[src/rtl/hex_seg_pkg.sv]
// Shared decode constants, scan-state encoding and width helper for the
// hex_seg_scanner seven-segment display driver.
package hex_seg_pkg;

   // Active-high segment patterns, bit order {g,f,e,d,c,b,a}
   localparam logic [6:0] SEG_0   = 7'h3F;
   localparam logic [6:0] SEG_1   = 7'h06;
   localparam logic [6:0] SEG_2   = 7'h5B;
   localparam logic [6:0] SEG_3   = 7'h4F;
   localparam logic [6:0] SEG_4   = 7'h66;
   localparam logic [6:0] SEG_5   = 7'h6D;
   localparam logic [6:0] SEG_6   = 7'h7D;
   localparam logic [6:0] SEG_7   = 7'h07;
   localparam logic [6:0] SEG_8   = 7'h7F;
   localparam logic [6:0] SEG_9   = 7'h6F;
   localparam logic [6:0] SEG_A   = 7'h77;
   localparam logic [6:0] SEG_B   = 7'h7C;
   localparam logic [6:0] SEG_C   = 7'h39;
   localparam logic [6:0] SEG_D   = 7'h5E;
   localparam logic [6:0] SEG_E   = 7'h79;
   localparam logic [6:0] SEG_F   = 7'h71;
   localparam logic [6:0] SEG_OFF = 7'h00;

   // START holds the prescaler for the first edge after reset so the
   // first digit gets a full slot; RUN is normal scanning.
   typedef enum logic {
      SCAN_START = 1'b0,
      SCAN_RUN   = 1'b1
   } scan_state_e;

   // Hex nibble to active-high segment pattern
   function automatic logic [6:0] hex_to_seg(input logic [3:0] nibble);
      logic [6:0] pat;
      case (nibble)
         4'h0:    pat = SEG_0;
         4'h1:    pat = SEG_1;
         4'h2:    pat = SEG_2;
         4'h3:    pat = SEG_3;
         4'h4:    pat = SEG_4;
         4'h5:    pat = SEG_5;
         4'h6:    pat = SEG_6;
         4'h7:    pat = SEG_7;
         4'h8:    pat = SEG_8;
         4'h9:    pat = SEG_9;
         4'hA:    pat = SEG_A;
         4'hB:    pat = SEG_B;
         4'hC:    pat = SEG_C;
         4'hD:    pat = SEG_D;
         4'hE:    pat = SEG_E;
         default: pat = SEG_F;
      endcase
      return pat;
   endfunction

   // Ceiling log2, used for counter and index widths
   function automatic int unsigned clog2(input int unsigned n);
      int unsigned w;
      longint unsigned p;
      w = 0;
      p = 1;
      while (p < longint'(n)) begin
         p = p << 1;
         w = w + 1;
      end
      return w;
   endfunction

endpackage

[src/rtl/hex_seg_prescaler.sv]
// Refresh prescaler: counts 0..REFRESH_DIV-1 while enabled and raises a
// one-cycle tick_c on the terminal count.
module hex_seg_prescaler
   import hex_seg_pkg::*;
#(
   parameter int unsigned REFRESH_DIV = 50000
) (
   input  logic clk,
   input  logic reset_n,
   input  logic en,
   output logic tick_c
);

   localparam int unsigned CNT_W = clog2(REFRESH_DIV);
   localparam logic [CNT_W-1:0] CNT_MAX = CNT_W'(REFRESH_DIV - 1);

   logic [CNT_W-1:0] cnt_q;
   logic [CNT_W-1:0] cnt_d;

   // Next count and terminal-count tick
   always_comb begin
      cnt_d  = cnt_q;
      tick_c = 1'b0;
      if (en) begin
         if (cnt_q == CNT_MAX) begin
            cnt_d  = '0;
            tick_c = 1'b1;
         end else begin
            cnt_d = cnt_q + 1'b1;
         end
      end
   end

   // Counter register
   always_ff @(posedge clk or negedge reset_n) begin
      if (!reset_n) begin
         cnt_q <= '0;
      end else begin
         cnt_q <= cnt_d;
      end
   end

endmodule

[src/rtl/hex_seg_scanner.sv]
// Time-multiplexed N-digit hex seven-segment driver. Latches value/dp_in on
// load, scans one digit per REFRESH_DIV clocks with a one-clock dark gap on
// every digit change. Optional macro HEX_SEG_LEADING_ZERO_BLANK_EN enables
// leading-zero suppression.
module hex_seg_scanner
   import hex_seg_pkg::*;
#(
   parameter int unsigned DIGITS      = 4,
   parameter int unsigned REFRESH_DIV = 50000,
   parameter bit          ACTIVE_LOW  = 1'b1
) (
   input  logic                clk,
   input  logic                reset_n,
   input  logic [4*DIGITS-1:0] value,
   input  logic                load,
   input  logic [DIGITS-1:0]   dp_in,
   input  logic [DIGITS-1:0]   blank,
   output logic [6:0]          seg,
   output logic                dp,
   output logic [DIGITS-1:0]   an
);

   localparam int unsigned IDX_W = (DIGITS > 1) ? clog2(DIGITS) : 1;
   localparam int unsigned VAL_W = 4 * DIGITS;
   localparam logic [IDX_W-1:0]  IDX_LAST = IDX_W'(DIGITS - 1);
   localparam logic [DIGITS-1:0] AN_IDLE  = {DIGITS{ACTIVE_LOW}};
   localparam logic [6:0]        SEG_IDLE = {7{ACTIVE_LOW}};

   scan_state_e        state_q;
   scan_state_e        state_d;
   logic               scan_en_c;
   logic               tick_c;

   logic [VAL_W-1:0]   shadow_q;
   logic [VAL_W-1:0]   shadow_d;
   logic [DIGITS-1:0]  dp_shadow_q;
   logic [DIGITS-1:0]  dp_shadow_d;
   logic [IDX_W-1:0]   idx_q;
   logic [IDX_W-1:0]   idx_d;
   logic [DIGITS-1:0]  an_q;
   logic [DIGITS-1:0]  an_d;
   logic [6:0]         seg_q;
   logic [6:0]         seg_d;
   logic               dp_q;
   logic               dp_d;

   logic [DIGITS-1:0]  lz_mask;
   logic [DIGITS-1:0]  an_hi;
   logic [6:0]         seg_hi;
   logic               dp_hi;

   // Scan state register
   always_ff @(posedge clk or negedge reset_n) begin
      if (!reset_n) begin
         state_q <= SCAN_START;
      end else begin
         state_q <= state_d;
      end
   end

   // Scan next state: leave START after the first edge
   always_comb begin
      state_d = state_q;
      case (state_q)
         SCAN_START: state_d = SCAN_RUN;
         default:    state_d = SCAN_RUN;
      endcase
   end

   // Scan state outputs: prescaler runs only once scanning has started
   always_comb begin
      scan_en_c = 1'b0;
      case (state_q)
         SCAN_RUN: scan_en_c = 1'b1;
         default:  scan_en_c = 1'b0;
      endcase
   end

   hex_seg_prescaler #(
      .REFRESH_DIV (REFRESH_DIV)
   ) u_prescaler (
      .clk     (clk),
      .reset_n (reset_n),
      .en      (scan_en_c),
      .tick_c  (tick_c)
   );

   // Shadow capture and digit index advance
   always_comb begin
      shadow_d    = shadow_q;
      dp_shadow_d = dp_shadow_q;
      idx_d       = idx_q;
      if (load) begin
         shadow_d    = value;
         dp_shadow_d = dp_in;
      end
      if (tick_c) begin
         idx_d = (idx_q == IDX_LAST) ? '0 : idx_q + 1'b1;
      end
   end

`ifdef HEX_SEG_LEADING_ZERO_BLANK_EN
   // Leading-zero mask: walk down from the top digit while nibbles are zero
   // and no decimal point has been seen; digit 0 is always shown.
   always_comb begin
      logic lz_run;
      lz_run  = 1'b1;
      lz_mask = '0;
      for (int i = int'(DIGITS) - 1; i >= 1; i--) begin
         lz_run     = lz_run & (shadow_q[4*i +: 4] == 4'h0) & ~dp_shadow_q[i];
         lz_mask[i] = lz_run;
      end
   end
`else
   assign lz_mask = '0;
`endif

   // Output pattern for the next edge; dark on the digit-advance edge
   always_comb begin
      an_hi  = '0;
      seg_hi = SEG_OFF;
      dp_hi  = 1'b0;
      if (!tick_c) begin
         for (int unsigned k = 0; k < DIGITS; k++) begin
            if (idx_q == IDX_W'(k)) begin
               an_hi[k] = 1'b1;
               if (!blank[k] && !lz_mask[k]) begin
                  seg_hi = hex_to_seg(shadow_q[4*k +: 4]);
                  dp_hi  = dp_shadow_q[k];
               end
            end
         end
      end
      an_d  = ACTIVE_LOW ? ~an_hi  : an_hi;
      seg_d = ACTIVE_LOW ? ~seg_hi : seg_hi;
      dp_d  = ACTIVE_LOW ? ~dp_hi  : dp_hi;
   end

   // Datapath and output registers
   always_ff @(posedge clk or negedge reset_n) begin
      if (!reset_n) begin
         shadow_q    <= '0;
         dp_shadow_q <= '0;
         idx_q       <= '0;
         an_q        <= AN_IDLE;
         seg_q       <= SEG_IDLE;
         dp_q        <= ACTIVE_LOW;
      end else begin
         shadow_q    <= shadow_d;
         dp_shadow_q <= dp_shadow_d;
         idx_q       <= idx_d;
         an_q        <= an_d;
         seg_q       <= seg_d;
         dp_q        <= dp_d;
      end
   end

   assign an  = an_q;
   assign seg = seg_q;
   assign dp  = dp_q;

endmodule

[config.mk]
export PLATFORM = sky130hd
export DESIGN_NAME = hex_seg_scanner
export DESIGN_NICKNAME = d
export VERILOG_FILES = /design/src/rtl/hex_seg_pkg.sv /design/src/rtl/hex_seg_prescaler.sv /design/src/rtl/hex_seg_scanner.sv
export SDC_FILE = /design/constraint.sdc
export NUM_CORES = 1
export LEC_CHECK = 0
export BUFFER_PORTS_ARGS = -buffer_cell sky130_fd_sc_hd__clkbuf_2
export CORE_MARGIN = 1.5
export CORE_UTILIZATION = 30
export DETAILED_ROUTE_END_ITERATION = 8
export GPL_TIMING_DRIVEN = 0
export PLACE_DENSITY_LB_ADDON = 0.25
export SYNTH_ARGS = -nofsm -noshare
export SYNTH_HDL_FRONTEND = slang
export SYNTH_SLANG_ARGS = --single-unit
[constraint.sdc]
create_clock -name clk -period 1.9 [get_ports clk]
set_input_delay 0.19 -clock clk [delete_from_list [all_inputs] [get_ports clk]]
set_output_delay 0.19 -clock clk [all_outputs]
set_load 0.05 [all_outputs]
# == After elaboration in Yosys (flattened, before gate mapping) ==
# Memory sizes are Yosys's and may differ from the RTL's.
# Index checks and enable logic that the tools add are counted.
# op_classes
n_addsub,2
eq_ne,4
muxes,28
bitwise_logic,3
reduce_logical,1
# op_table
operator,count
$mux W7,9
$add A16 B1 Y16 const B,1
$eq A16 B16 Y1 const B,1
$mux W1,16
$mux W16,1
$not A7 Y7,1
$eq A2 B2 Y1 const B,2
$mux W4,1
$not A4 Y4,1
$add A2 B1 Y2 const B,1
$eq A2 B1 Y1 const B,1
$logic_not A2 Y1,1
$mux W2,1
$not A1 Y1,1
# word_totals
reg_bits,51
mem_bits_ro,448
in_bits,27
out_inout_bits,12
wordCells,50
mem_count,4
# mem_list
name,depth,width,rd,rd_ports_with_merged_regs,write_ports,line_no,source
(no name shown),16,7,1,0,0,hex_seg_pkg.sv:34,case (nibble)
(no name shown),16,7,1,0,0,hex_seg_pkg.sv:34,
(no name shown),16,7,1,0,0,hex_seg_pkg.sv:34,
(no name shown),16,7,1,0,0,hex_seg_pkg.sv:34,

# == Logic depth before layout (Yosys ltp) ==
# Gate-level depths: netlist of the first run.
# An unclocked memory read counts as a cell.
# depth
word_depth,11
mapped_depth,8
mapped_depth_nobuf,7

# == Hierarchy ==
# Synthesis of the first run repeated with hierarchy kept, for this count alone.
# unflattened
hier_cells,331
hier_area_um2,3228.1
# modules_own_cells
module,n_inst,cells_each,area_each_um2,seq_area_each_um2
hex_seg_scanner,1,250,2426.1,890.9
hex_seg_prescaler,1,81,802.0,400.4

# == Least setup slack after synthesis of the first run ==
# No wires, ideal clock.
# synth_timing
kind,register to register
from,reg idx_q[0]
to,reg seg_q[6] (netlist: seg[6])
setup_ps,88
arrival_time_ps,1683
required_ps,1812
slack_ps,129
path_stages_with_launch,7
path_buffers,0
synth_period_minus_slack_ps,1771
path_cell_list,dfrtp_1 -> ha_1 -> nor2b_1 -> nor3b_2 -> o311a_1 -> nor3_1 -> or3_1
# synth_via
elab_chain_len,10
word_cells_on_any_way,13
classes_between,eq/ne (3); mux (8); bitwise (1); reduce/logical (1)
# synth_lines
item,line_no,source
from (decl),hex_seg_scanner.sv:38,logic [IDX_W-1:0] idx_q;
from (signal assigned),hex_seg_scanner.sv:151,idx_q <= idx_d;
$logic_not A2 Y1,hex_seg_scanner.sv:125,if (idx_q == IDX_W'(k)) begin
$mux W7,hex_seg_scanner.sv:125,
$mux W7,hex_seg_scanner.sv:127,if (!blank[k] && !lz_mask[k]) begin
$mux W7,hex_seg_scanner.sv:125,
$mux W7,hex_seg_scanner.sv:127,
$mux W7,hex_seg_scanner.sv:125,
$mux W7,hex_seg_scanner.sv:127,
$mux W7 *,hex_seg_scanner.sv:125,
$mux W7 *,hex_seg_scanner.sv:123,if (!tick_c) begin
$not A7 Y7 *,hex_seg_scanner.sv:135,seg_d = ACTIVE_LOW ? ~seg_hi : seg_hi;
named net seg_d[6],hex_seg_scanner.sv:43,logic [6:0] seg_d;
to (signal assigned),hex_seg_scanner.sv:153,seg_q <= seg_d;
to (decl),hex_seg_scanner.sv:42,logic [6:0] seg_q;
# The timed path passes the listed nets; every way through them passes the cells marked *.
# A chain may end at the register's enable or synchronous reset.

# == Final worst setup path of the first run ==
# layout_timing
from,reg idx_q[0]
to,reg seg_q[5] (netlist: seg[5])
# Same word-level chain as after synthesis.

==> impl_results.md, run 1 <==
- Final clock skew: between 0.005 and 0.006 ns
- Drt pass-1 iters: 4
- Commonest non-fill, non-tap cell in the layout: nand2_1
- Synthesized instance count: between 300 and 400
- Yosys Warn Count: 0
- Post-synthesis xor/xnor area fraction: ~3%
- Via Count: between 2000 and 3000
- Clock buffer count from CTS: 5
- Number of synthesized flops with an enable pin: 0
- Ports: 39
- Period minus WS final: around 1.8 ns
- Most frequent cells in the layout: nand2_1, dfrtp_1, clkbuf_2, o21ai_0, ha_1
- First-pass GRT wire length: ~12000 um
- CTS root buf: clkbuf_8
- Adder-cell share of the synthesized area: between 10% and 20%
- Die H: 106 um
- Hpwl dp: between 5000 and 6000 um
- Fin area: ~0.0038 mm2
- CP required: roughly 2.1 ns
- Lkg Pwr: between 1.5 and 2 nW
- Largest family of logic cells by synthesized area: simple AND/OR/NAND/NOR gates
- Initial antenna violation count: 0
- Async SR Flop Fraction: 100%
- Starting Density: roughly 31%
- Final period utilization: around 96%
- Final Hold Vio Count: 0
- Core Box Area: slightly above 0.01 mm2
- Vias/cell: 4.86
- Deepest clock path buffer count: 2
- Rel. slew slack: between 50 and 60%
- Sequential share of the synthesized area: 40.5%
- Setup tns final: 0 ns
- Post-Syn Area: about 0.0032 mm2
- GPL Wtd Cong: around 0.83
- Maximum fanout along the worst path: 7
- Hold_ws: 0.0808 ns
- DIE WIDTH: 106 um
- Seq cells post-synth: a little over 50
- Routed len/inst: roughly 14 um
- DRC Markers: 0
- Max Clock Freq: 0.548 GHz
- Post-synthesis compound-gate area fraction: between 10% and 20%
- WS Path Type: flip-flop to flip-flop
- Final net count: 441
- Largest area contributor in the netlist: dfrtp_1
- Share of layout cells above drive strength 1: between 20% and 30%
- Worst IR Drop VDD: around 0.00034 V
- Final Power: roughly 2.8 mW
- Post-route ant nets: 0
- Clock sink total: 51
- Post-synthesis mux area share: about 8%
- Post-DP Area: around 0.0035 mm2
- Measured slew at the worst slew-check pin: 0.700 ns
- Pre-CTS setup slack: -0.161 ns
- Pin count of the biggest net entering global routing: 52
- Max Cap Violations: 0
- Status: complete, no violations
- Most common flop cell mapped by yosys: dfrtp_1
- Setup violators final: 0
- Die ar.: ~0.011 mm2
- CP Capture Type: flip-flop
- Synth top area share: 30.6%
- Top post-synthesis cells by area: dfrtp_1, ha_1, dfstp_2, nand2_1, mux2_2
- Port Buffers: 37
- CP startpoint kind: flip-flop
- DR iter-0 viols: 75
- Hold WC Path Type: input pin to flip-flop
- Power Dens Cells: roughly 730 mW/mm2
- Worst path arrival time: slightly above 2 ns
- Layout area overhead: 19.5%
- Clock slew at reported path FFs: 0.10 ns
- Vias in the first global route: between 2000 and 2500
- Unique masters post-synth: 52
- GRT Resource Usage Total: between 10% and 20%
- # diodes: 0
- Post-Syn Area per Cell: approximately 9.6 um2
- Synth Area in Simple Gates: 18.6%
- Total length of routed wires: 7370 um
- Syn nets: 387
- Final WS setup: ~0.077 ns
- TritonCTS clock tree: built
- Clock Latency Late Sink: 0.31 ns
- Row count: 37
- Grt ovf: 0
- Fin. max-slew vios: 0
- H-tree level count: 2
## metal layers
| metal | up-vias | GRT usage, % | wire (um) |
|---|---|---|---|
| met5 | - | 0 | 0 |
| met4 | 0 | 3.67 | 68 |
| met3 | 7 | 2.58 | 293 |
| met2 | 48 | 21.5 | 3480 |
| met1 | 1215 | 19.1 | 3520 |
| li1 | 1275 | - | - |
## registers in the layout (all words and copies together) (netlist names)
name / flops
shadow_q: 16
u_prescaler.cnt_q: 16
seg: 7
an: 4
dp_shadow_q: 4
idx_q: 2
dp: 1
state_q: 1
## worst paths after layout
kind	depth (start not counted)	start	slack [ns]	end
worst min-delay path	3	value[9]	0.08	shadow_q[9]
worst max register to register	6	idx_q[0]	0.08	seg[5]
max in group asynchronous	3	reset_n	0.87	seg[0]
worst max-delay path	6	idx_q[0]	0.08	seg[5]
worst min register to register	1	u_prescaler.cnt_q[15]	0.49	u_prescaler.cnt_q[15]
min in group asynchronous	2	reset_n	0.41	u_prescaler.cnt_q[4]
## cells by family after synthesis
| logic type | Yosys count |
|---|---|
| compound gates | 71 |
| fa+ha+maj | 27 |
| mux | 20 |
| xor+xnor | 11 |
| other cells | 1 |
| buf+inv | 36 |
| flops | 51 |
| simple gates | 116 |
## cell usage after synthesis (5+ instances only)
master    count
nor2b_1      12
dfstp_2      12
ha_1         27
nor3_1        8
o21ai_0      26
dfrtp_1      39
a211oi_1      5
nor2_1       17
nand2b_1      6
xnor2_1       7
nand3_1       8
a21oi_1      10
nand2_1      41
mux2_2       13
or3_1         5
inv_1        19
buf_2         5
o211ai_1      5
clkbuf_1     10
## critical path, cell delays in order (launching register included)
cell,delay [ns]
dfrtp_2,0.46
ha_4,0.18
nor2b_4,0.14
nor3b_4,0.30
o311a_1,0.23
nor3_1,0.05
or3_1,0.39
## power breakdown
| part | internal (mW) | total [mW] | switching, mW |
|---|---|---|---|
| sequential | 1.21 | 1.32 | 0.115 |
| clock | 0.394 | 0.777 | 0.384 |
| combinational | 0.283 | 0.664 | 0.381 |
| total | 1.88 | 2.76 | 0.879 |
## through the flow
stage | cells | util [%]
4_1_cts | 515 | 35.7
5_1_grt | 524 | 36.9
3_5_place_dp | 506 | 34.3
2_1_floorplan | 333 | -
6_report | 524 | 36.9
3_3_place_gp | 506 | 34.3
## repair_timing
item / in CTS / in global routing
hold endpoints to repair: 0 / 18
buffers inserted: 2 / 7
pin swaps: 4 / 7
gates resized for setup: 6 / 15
hold buffers: 0 / 1
endpoints found under the setup margin: 5 / 8
## layout make-up
class	count	area (um2)
multi-input combinational	246	1810
inverter	19	71.3
tap	136	170
timing repair buffer	48	283
fill	1086	6510
clock buffer	6	72.6
clock inverter	2	37.5
sequential	51	1290
buffer	16	76.3
No activity file was read; power rests on OpenSTA's default activity.
==> run 2: changes to the inputs <==
BUFFER_PORTS_ARGS = not set   (was -buffer_cell sky130_fd_sc_hd__clkbuf_2)
DONT_BUFFER_PORTS = 1   (was not set)
==> run 2 against run 1 <==
Register-to-register slack got worse by 0.05 ns. Critical endpoint is now seg[6]. Largest cell class unchanged. Final cell count decreased by 5.0%. Maximum frequency decreased by 2.8%. Power decreased by 5.2%. Clock power decreased by 17%. Wire length increased by 2.4%.
==> impl_results.md, run 2 (synthesized netlist as in run 1, its figures left out) <==
- Total length of routed wires: roughly 7500 um
- Worst IR Drop VDD: ~0.00037 V
- Grt ovf: 0
- Lkg Pwr: between 1.5 and 2 nW
- Final clock skew: around 0.0065 ns
- Vias in the first global route: about 2500
- Status: complete, no violations
- Measured slew at the worst slew-check pin: just over 0.7 ns
- Clock buffer count from CTS: 5
- Pin count of the biggest net entering global routing: 52
- Hold WC Path Type: input pin to flip-flop
- Commonest non-fill, non-tap cell in the layout: nand2_1
- Buf+Inv Stages, Crit Path: 0
- Power Dens Cells: about 710 mW/mm2
- Clock slew at reported path FFs: 0.10 ns
- Flip-flop and latch area: 0.00129 mm2
- Starting Density: around 30%
- Deepest clock path buffer count: 2
- Most frequent cells in the layout: nand2_1, dfrtp_1, o21ai_0, ha_1
- Ports: 39
- Hpwl dp: roughly 5400 um
- GRT Resource Usage Total: roughly 14%
- Final Power: 2.62 mW
- Share of layout cells above drive strength 1: a little over a fifth
- Final period utilization: between 90% and 100%
- # diodes: 0
- Max Cap Violations: 0
- Row count: 37
- Layout area overhead: 15.8%
- CP startpoint kind: flip-flop
- Setup violators final: 0
- Slowest cell on crit path: dfrtp_1
- H-tree level count: 2
- TritonCTS clock tree: built
- Maximum fanout along the worst path: 7
- Clock sink total: between 50 and 60
- Max Clock Freq: between 0.5 and 0.6 GHz
- Final net count: around 420
- Multi-input logic area: 0.00179 mm2
- GPL Wtd Cong: ~0.81
- Die H: ~110 um
- Rel. slew slack: a little over half
- CTS root buf: clkbuf_8
- Placed cells: around 470
- FILL cells: between 1000 and 1500
- Initial antenna violation count: 0
- Die ar.: roughly 0.011 mm2
- First-pass GRT wire length: approximately 13000 um
- Port Buffers: 0
- Slowest stage delay, CP: around 0.43 ns
- Routed len/inst: around 15 um
- Final Hold Vio Count: 0
- Finished Layout Cells: about 500
- Worst path top cell family by delay: simple AND/OR/NAND/NOR gates
- DIE WIDTH: roughly 110 um
- Clock Latency Late Sink: 0.31 ns
- RSZ-0062 raised after global routing: yes
- Via Count: approximately 2500
- Fin. max-slew vios: 0
- Crit path cell chain: ha_2 -> nor2b_4 -> nor3b_4 -> o311a_1 -> nor3_1 -> or3_1
- Vias/cell: just under 5
- CP Capture Type: flip-flop
- Drt pass-1 iters: 4
- Worst path arrival time: approximately 2.1 ns
- Period minus WS final: around 1.9 ns
- DR iter-0 viols: 120
- Post-route ant nets: 0
- CP required: roughly 2.1 ns
- WS Path Type: flip-flop to flip-flop
- Core Box Area: ~0.010 mm2
- DRC Markers: 0
==> run 2: where the power goes <==
part | internal [mW] | total, mW | switching (mW)
clock | 0.259 | 0.648 | 0.389
combinational | 0.271 | 0.578 | 0.307
sequential | 1.21 | 1.39 | 0.181
total | 1.74 | 2.62 | 0.877
==> run 2: cell type report <==
cell class	instances	area share, %
buffer	16	2.03
clock buffer	6	1.97
clock inverter	2	0.339
inverter	19	1.93
multi-input combinational	246	48.5
sequential	51	35.1
tap	136	4.61
timing repair buffer	22	5.56
==> run 2: final timing paths <==
| kind | from | to | slack [ns] | depth (start not counted) |
|---|---|---|---|---|
| setup / recovery | idx_q[0] | seg[6] | 0.02 | 6 |
| hold / removal | dp_in[3] | dp_shadow_q[3] | 0.02 | 1 |
| setup reg to reg | idx_q[0] | seg[6] | 0.02 | 6 |
| hold reg to reg | u_prescaler.cnt_q[15] | u_prescaler.cnt_q[15] | 0.50 | 1 |
| max in group asynchronous | reset_n | seg[1] | 1.23 | 2 |
| min in group asynchronous | reset_n | u_prescaler.cnt_q[2] | 0.38 | 2 |
==> run 2: layer usage <==
layer  track usage, %  wire, um  vias up
met5                0         0        -
met4             3.38       125        0
met3             2.39       198       10
met2             23.9      3580       52
met1             19.5      3640     1176
li1                 -         -     1227
==> run 2: what timing repair did <==
| action | 4_1_cts | 5_1_grt |
|---|---|---|
| setup endpoints to repair | 8 | 14 |
| endpoints found under the hold margin | 58 | 0 |
| buffers inserted | 2 | 11 |
| gates resized for setup | 6 | 11 |
| pin swaps | 3 | 4 |
| hold buffers | 9 | 0 |
==> run 2: metrics by stage <==
step | utilization, % | setup TNS (ns) | hold WS, ns | cell area (um2) | worst slack [ns]
2_1_floorplan | - | 0 | -0.106 | 3190 | 0.129
3_3_place_gp | 32.5 | -0.562 | -0.103 | 3360 | -0.205
3_5_place_dp | 32.5 | -0.685 | -0.103 | 3360 | -0.211
4_1_cts | 34.7 | 0 | 0.00911 | 3580 | 0.0000626
5_1_grt | 35.8 | -0.0294 | 0.00768 | 3690 | -0.0209
6_report | 35.8 | 0 | 0.0216 | 3690 | 0.0240
